`src/rtl/mult_share_ctrl_if.sv`:
```
// mult_share_ctrl_if
//   Request/response bundle between requesters, a response consumer and
//   mult_share_ctrl.
//   req_valid/req_ready : per-requester handshake (NREQ bits, one-hot ready)
//   req_a/req_b         : operands of requester i at [i*N +: N]
//   rsp_valid/rsp_ready : response handshake
//   rsp_id/rsp_p        : requester index and 2*N-bit product
//   master modport: requester/consumer side. slave modport: controller side.
interface mult_share_ctrl_if #(
  parameter int unsigned N    = 8,
  parameter int unsigned NREQ = 4
);
  localparam int unsigned IDW = (NREQ > 1) ? $clog2(NREQ) : 1;

  logic [NREQ-1:0]   req_valid;
  logic [NREQ-1:0]   req_ready;
  logic [NREQ*N-1:0] req_a;
  logic [NREQ*N-1:0] req_b;
  logic              rsp_valid;
  logic              rsp_ready;
  logic [IDW-1:0]    rsp_id;
  logic [2*N-1:0]    rsp_p;

  modport master (
    output req_valid, req_a, req_b, rsp_ready,
    input  req_ready, rsp_valid, rsp_id, rsp_p
  );

  modport slave (
    input  req_valid, req_a, req_b, rsp_ready,
    output req_ready, rsp_valid, rsp_id, rsp_p
  );
endinterface

```
`src/rtl/mult_share_ctrl.sv`:
```
// mult_share_ctrl
//   Round-robin controller sharing one 2-stage registered multiplier core
//   among NREQ requesters. One operation in flight at a time:
//   IDLE (grant + load) -> ISSUE -> CAPT (capture p_out) -> RESP (hold).
//   Ports:
//     clk, rst_n        : clock (rising edge), async active-low reset
//     bus (slave)       : request/response handshake bundle
//     o_ea, o_eb        : multiplier operand register load enables
//     o_data_a/o_data_b : operands to multiplier (zero unless loading)
//     i_p_out           : registered product from multiplier
//     o_busy            : high whenever not IDLE
//     o_op_count        : completed responses, wraps modulo 2^CNTW
module mult_share_ctrl #(
  parameter int unsigned N    = 8,
  parameter int unsigned NREQ = 4,
  parameter int unsigned CNTW = 16
) (
  input  logic                clk,
  input  logic                rst_n,
  mult_share_ctrl_if.slave    bus,
  output logic                o_ea,
  output logic                o_eb,
  output logic [N-1:0]        o_data_a,
  output logic [N-1:0]        o_data_b,
  input  logic [2*N-1:0]      i_p_out,
  output logic                o_busy,
  output logic [CNTW-1:0]     o_op_count
);
  localparam int unsigned IDW = (NREQ > 1) ? $clog2(NREQ) : 1;

  typedef enum logic [1:0] {IDLE, ISSUE, CAPT, RESP} state_t;

  state_t          r_state;
  state_t          w_state_nxt;
  logic [IDW-1:0]  r_rr_ptr;
  logic [IDW-1:0]  r_cur_id;
  logic [IDW-1:0]  r_rsp_id;
  logic [2*N-1:0]  r_rsp_p;
  logic [CNTW-1:0] r_op_count;
  logic [IDW-1:0]  w_grant;
  logic            w_found;
  logic            w_accept;

  function automatic logic [IDW-1:0] wrap_idx(input logic [IDW-1:0] base,
                                               input int unsigned off);
    int unsigned s;
    s = 32'(base) + off;
    return IDW'(s % NREQ);
  endfunction

  // Round-robin search starting at r_rr_ptr; first valid requester wins.
  always_comb begin
    w_found = 1'b0;
    w_grant = '0;
    for (int unsigned k = 0; k < NREQ; k++) begin
      if (!w_found && bus.req_valid[wrap_idx(r_rr_ptr, k)]) begin
        w_found = 1'b1;
        w_grant = wrap_idx(r_rr_ptr, k);
      end
    end
  end

  always_ff @(posedge clk or negedge rst_n) begin
    if (!rst_n) r_state <= IDLE;
    else        r_state <= w_state_nxt;
  end

  // rst_n gates the grant so nothing is offered while reset is held.
  always_comb begin
    w_state_nxt   = r_state;
    w_accept      = 1'b0;
    bus.req_ready = '0;
    bus.rsp_valid = 1'b0;
    o_ea          = 1'b0;
    o_eb          = 1'b0;
    o_data_a      = '0;
    o_data_b      = '0;
    o_busy        = 1'b1;
    case (r_state)
      IDLE: begin
        o_busy = 1'b0;
        if (w_found && rst_n) begin
          w_accept               = 1'b1;
          bus.req_ready[w_grant] = 1'b1;
          o_ea                   = 1'b1;
          o_eb                   = 1'b1;
          o_data_a               = bus.req_a[int'(w_grant)*N +: N];
          o_data_b               = bus.req_b[int'(w_grant)*N +: N];
          w_state_nxt            = ISSUE;
        end
      end
      ISSUE: w_state_nxt = CAPT;
      CAPT:  w_state_nxt = RESP;
      RESP: begin
        bus.rsp_valid = 1'b1;
        if (bus.rsp_ready) w_state_nxt = IDLE;
      end
      default: w_state_nxt = IDLE;
    endcase
  end

  always_ff @(posedge clk or negedge rst_n) begin
    if (!rst_n) begin
      r_rr_ptr   <= '0;
      r_cur_id   <= '0;
      r_rsp_id   <= '0;
      r_rsp_p    <= '0;
      r_op_count <= '0;
    end else begin
      if (w_accept) begin
        r_cur_id <= w_grant;
        r_rr_ptr <= wrap_idx(w_grant, 1);
      end
      if (r_state == CAPT) begin
        r_rsp_p  <= i_p_out;
        r_rsp_id <= r_cur_id;
      end
      if (r_state == RESP && bus.rsp_ready) r_op_count <= r_op_count + CNTW'(1);
    end
  end

  assign bus.rsp_id = r_rsp_id;
  assign bus.rsp_p  = r_rsp_p;
  assign o_op_count = r_op_count;
endmodule

```
`src/flat_wrapper.sv`:
```
// flat-port wrapper written by rule: the top's interface ports become plain ports
module mult_share_ctrl_flat 
#(
  parameter int unsigned N    = 8,
  parameter int unsigned NREQ = 4,
  parameter int unsigned CNTW = 16
)
  (clk, rst_n, o_ea, o_eb, o_data_a, o_data_b, i_p_out, o_busy, o_op_count, bus_req_valid, bus_req_a, bus_req_b, bus_rsp_ready, bus_req_ready, bus_rsp_valid, bus_rsp_id, bus_rsp_p);
  mult_share_ctrl_if #(.N(N), .NREQ(NREQ)) bus_i ();
  input  logic clk;
  input  logic rst_n;
  output logic o_ea;
  output logic o_eb;
  output logic [N-1:0] o_data_a;
  output logic [N-1:0] o_data_b;
  input  logic [2*N-1:0] i_p_out;
  output logic o_busy;
  output logic [CNTW-1:0] o_op_count;
  input wire logic [$bits(bus_i.req_valid)-1:0] bus_req_valid;
  input wire logic [$bits(bus_i.req_a)-1:0] bus_req_a;
  input wire logic [$bits(bus_i.req_b)-1:0] bus_req_b;
  input wire logic [$bits(bus_i.rsp_ready)-1:0] bus_rsp_ready;
  output wire logic [$bits(bus_i.req_ready)-1:0] bus_req_ready;
  output wire logic [$bits(bus_i.rsp_valid)-1:0] bus_rsp_valid;
  output wire logic [$bits(bus_i.rsp_id)-1:0] bus_rsp_id;
  output wire logic [$bits(bus_i.rsp_p)-1:0] bus_rsp_p;
  assign bus_i.req_valid = bus_req_valid;
  assign bus_i.req_a = bus_req_a;
  assign bus_i.req_b = bus_req_b;
  assign bus_i.rsp_ready = bus_rsp_ready;
  assign bus_req_ready = bus_i.req_ready;
  assign bus_rsp_valid = bus_i.rsp_valid;
  assign bus_rsp_id = bus_i.rsp_id;
  assign bus_rsp_p = bus_i.rsp_p;
  mult_share_ctrl #(.N(N), .NREQ(NREQ), .CNTW(CNTW)) u_core (.clk(clk), .rst_n(rst_n), .bus(bus_i), .o_ea(o_ea), .o_eb(o_eb), .o_data_a(o_data_a), .o_data_b(o_data_b), .i_p_out(i_p_out), .o_busy(o_busy), .o_op_count(o_op_count));
endmodule
```
`config.mk`:
```
export PLATFORM = sky130hd
export DESIGN_NAME = mult_share_ctrl_flat
export DESIGN_NICKNAME = d
export VERILOG_FILES = /design/src/rtl/mult_share_ctrl_if.sv /design/src/rtl/mult_share_ctrl.sv /design/src/flat_wrapper.sv
export SDC_FILE = /design/constraint.sdc
export NUM_CORES = 1
export LEC_CHECK = 0
export CAP_MARGIN = 20
export CORE_MARGIN = 5
export CORE_UTILIZATION = 34
export CTS_CLUSTER_SIZE = 40
export DETAILED_ROUTE_END_ITERATION = 8
export PLACE_DENSITY_LB_ADDON = 0.15
export REMOVE_ABC_BUFFERS = 1
export SYNTH_ARGS = -nofsm -noshare
export SYNTH_HDL_FRONTEND = slang
export SYNTH_SLANG_ARGS = --single-unit
```
`constraint.sdc`:
```
create_clock -name clk -period 1.9 [get_ports clk]
set_input_delay 0.285 -clock clk [delete_from_list [all_inputs] [get_ports clk]]
set_output_delay 0.285 -clock clk [all_outputs]
set_load 0.02 [all_outputs]
```
==> results.json <==
{
  "cp_cell_sequence": "dlygate4sd2_1, inv_1, o22ai_1, a211o_4, buf_12, mux2i_2, o22ai_4, buf_6",
  "crit_cells": 8,
  "r2r_slack_ns": 0.13,
  "cp_slowest_stage_delay_ns": 0.38,
  "grtUsageTotal_pct": 17.1,
  "drt_iter0_drc": 49,
  "synth-seq-cells": 40,
  "yosysTopAreaCellShare_pct": 42.9,
  "clk_path_buf_depth": 2,
  "slew_violations": 0,
  "die_h_microns": 92.8,
  "fin_crit_sh_pct": 120,
  "power_leakage_nw": 2.00,
  "crit_path_start": "bus_req_valid[0]",
  "vias": 2272,
  "finalWirelength_mm": 7.98,
  "ioPinCount": 145,
  "power_density_nw_per_um2": 1210,
  "fin_cells": 463,
  "yosys.area.top_type": "dfrtp_1",
  "synth_area_per_cell_sq_um": 11.6,
  "drc_errors": 0,
  "fmax_mhz": 438,
  "worstMarginPinSlew_ns": 0.504,
  "failed_checks": "setup timing",
  "syn_inst": 201,
  "rsz0062_at_grt": "yes",
  "clkTransAtPathRegs_ns": 0.08,
  "fill_cells": 458,
  "ys_warn_count": 0,
  "path_class": "in -> out",
  "final_common_cell": "clkdlybuf4s50_1",
  "ant_nets": 0,
  "holdWs_ns": 0.0875,
  "mostFrequentLayoutCells": "clkdlybuf4s50_1 (115), dfrtp_1 (40), buf_4 (27)",
  "num_rows": 30,
  "cts.sinks": 40,
  "status": "finished with violations",
  "endpoint": "o_data_b[2]",
  "cts_tree": "done",
  "core_sq_um": 6720,
  "dieArea_sq_um": 8610,
  "overflow": 0,
  "peakVddDrop_v": 0.000505,
  "worstSkewPairLatency_ns": 0.29,
  "start_util_pct": 34.7,
  "netlist-cell-type-count": 33,
  "fin_crit_ns": 2.28,
  "crit_fanout": 11,
  "numCtsBuffers": 5,
  "gp_congestion": 0.841,
  "path_delay_family": "buffers and inverters",
  "slowest_stage": "dlygate4sd2_1",
  "skew_ns": 0.0108,
  "hold_buffers": 0,
  "worstPathRequired_ns": 1.62,
  "synth_area_sq_um": 2330,
  "antenna-diode-count": 0,
  "dpl.hpwl_mm": 5.62,
  "io_buffers": 144,
  "area_growth_pct": 108,
  "worst_setup_path_start_kind": "input port",
  "hold_violations": 0,
  "post-route-util_pct": 72.1,
  "finalSetupViolCount": 20,
  "grt_max_degree": 41,
  "drive_gt1_share_pct": 41.0,
  "seq_area_frac_synth_pct": 42.9,
  "cts-htree-levels": 2,
  "synth_area_leaders": "dfrtp_1 (43%), mux2i_1 (14%), mux2_2 (9.2%)",
  "antenna_found_initial": 1,
  "nets": 473,
  "finalSetupTns_ns": -6.31,
  "cp-end-kind": "output port",
  "cts-root-buf": "clkbuf_8",
  "grt_pass1_wl_mm": 11.7,
  "viasPerCell": 4.91,
  "r2r_end": "u_core.o_op_count[12]$_DFFE_PN0P_",
  "path_buf_inv": 4,
  "max-cap-violations": 0,
  "ff2ff_path_depth": 10,
  "worst-endpoint-arrival_ns": 2.00,
  "dr.pass1.iters": 4,
  "worstHoldPathType": "in -> async",
  "worst_slack_ns": -0.384,
  "relSlewSlack_pct": 66.4,
  "regToRegStartpoint": "u_core.r_state[1]$_DFFE_PN0P_",
  "wire_per_inst_microns": 17.2,
  "fp.dieW_microns": 92.8,
  "grt_pass1_vias": 2366,
  "placed_cells": 441
}
-- layer usage --
| metal | GRT usage (%) | share of wire [%] | up-vias |
|---|---|---|---|
| met4 | 4.88 | 1.3 | 2 |
| met3 | 6.01 | 9.0 | 12 |
| met1 | 19.9 | 38 | 1067 |
| met5 | 0 | 0.18 | - |
| met2 | 29.6 | 51 | 95 |
| li1 | - | - | 1096 |
-- timing repair --
action | in CTS | in global routing
buffers inserted | 4 | 5
gates cloned | 2 | 3
endpoints found under the hold margin | 0 | 0
resized for setup | 179 | 57
endpoints found under the setup margin | 24 | 27
pin swaps | 9 | 9
-- worst min-delay path by stage --
stage / from / end / slack [ns] / cells past startpoint
global route: rst_n / u_core.o_op_count[0]$_DFFE_PN0P_ / 0.15 / 2
finish: rst_n / u_core.bus.rsp_p[1]$_DFFE_PN0P_ / 0.09 / 2
CTS: rst_n / u_core.r_cur_id[1]$_DFFE_PN0P_ / 0.1 / 2
detailed placement: rst_n / u_core.r_rr_ptr[1]$_DFFE_PN0P_ / 0.41 / 2
floorplan: rst_n / u_core.bus.rsp_id[0]$_DFFE_PN0P_ / -0.01 / 0
global placement: rst_n / u_core.r_rr_ptr[1]$_DFFE_PN0P_ / 0.41 / 2
-- metrics by stage --
| stage | area [sq um] | setup slack, ns | total power [W] |
|---|---|---|---|
| after global routing | 4840 | -0.427 | 0.00618 |
| final | 4840 | -0.384 | 0.00586 |
| after floorplan | 2220 | -0.720 | 0.00288 |
| after detailed placement | 4010 | -0.872 | 0.00431 |
| after global placement | 4010 | -0.887 | 0.00427 |
| after CTS | 4420 | -0.289 | 0.00532 |
-- cell usage after synthesis (all sizes together) --
cell / count
a211o: 1
a21o: 2
a21oi: 5
and2: 1
and3: 6
buf: 11
dfrtp: 40
ha: 4
inv: 10
mux2: 19
mux2i: 32
nand2: 9
nand2b: 2
nand3: 8
nor2: 5
nor2b: 1
nor3: 3
nor4: 2
o21ai: 2
o22ai: 18
o32a: 1
o41ai: 1
or2: 2
xnor2: 11
xor2: 5
-- logic make-up (layout without fill, tap and decap cells) --
family	Yosys count	after routing	share of synthesized area, %
fa+ha+maj	4	4	2.15
compound gates	30	30	10.8
simple gates	39	39	8.59
xor+xnor	16	16	6.01
flops	40	40	42.9
mux	51	51	22.9
buf+inv	21	203	6.55
-- state kept, by name (all words and copies together), names as in the netlist --
| signal | cells |
|---|---|
| u_core.r_state | 2 |
| u_core.r_cur_id | 2 |
| u_core.bus.rsp_p | 16 |
| u_core.o_op_count | 16 |
| u_core.bus.rsp_id | 2 |
| u_core.r_rr_ptr | 2 |
-- worst reg2reg max path: cells and delay by family, from the launching register on --
| kind | cells | cell delay (ns) |
|---|---|---|
| buf+inv | 4 | 0.43 |
| xor+xnor | 1 | 0.13 |
| simple gates | 4 | 0.55 |
| flops | 1 | 0.37 |
| fa+ha+maj | 1 | 0.16 |
-- power by group --
part,internal [W],switching (W),total [W]
Sequential,0.00116,0.000194,0.00135
Combinational,0.00220,0.00172,0.00392
Clock,0.000295,0.000290,0.000586
-- cell type report --
type                    instances  area (sq um)  area share (%)
inverters                      10          40.0           0.827
well taps                      80           100            2.07
flip-flops and latches         40          1000            20.7
multi-input cells             140          1690            34.8
clock inverters                 1          7.51           0.155
repair buffers                185          1920            39.7
clock buffers                   7          86.3            1.78
Power figures use the tool's default switching activity.
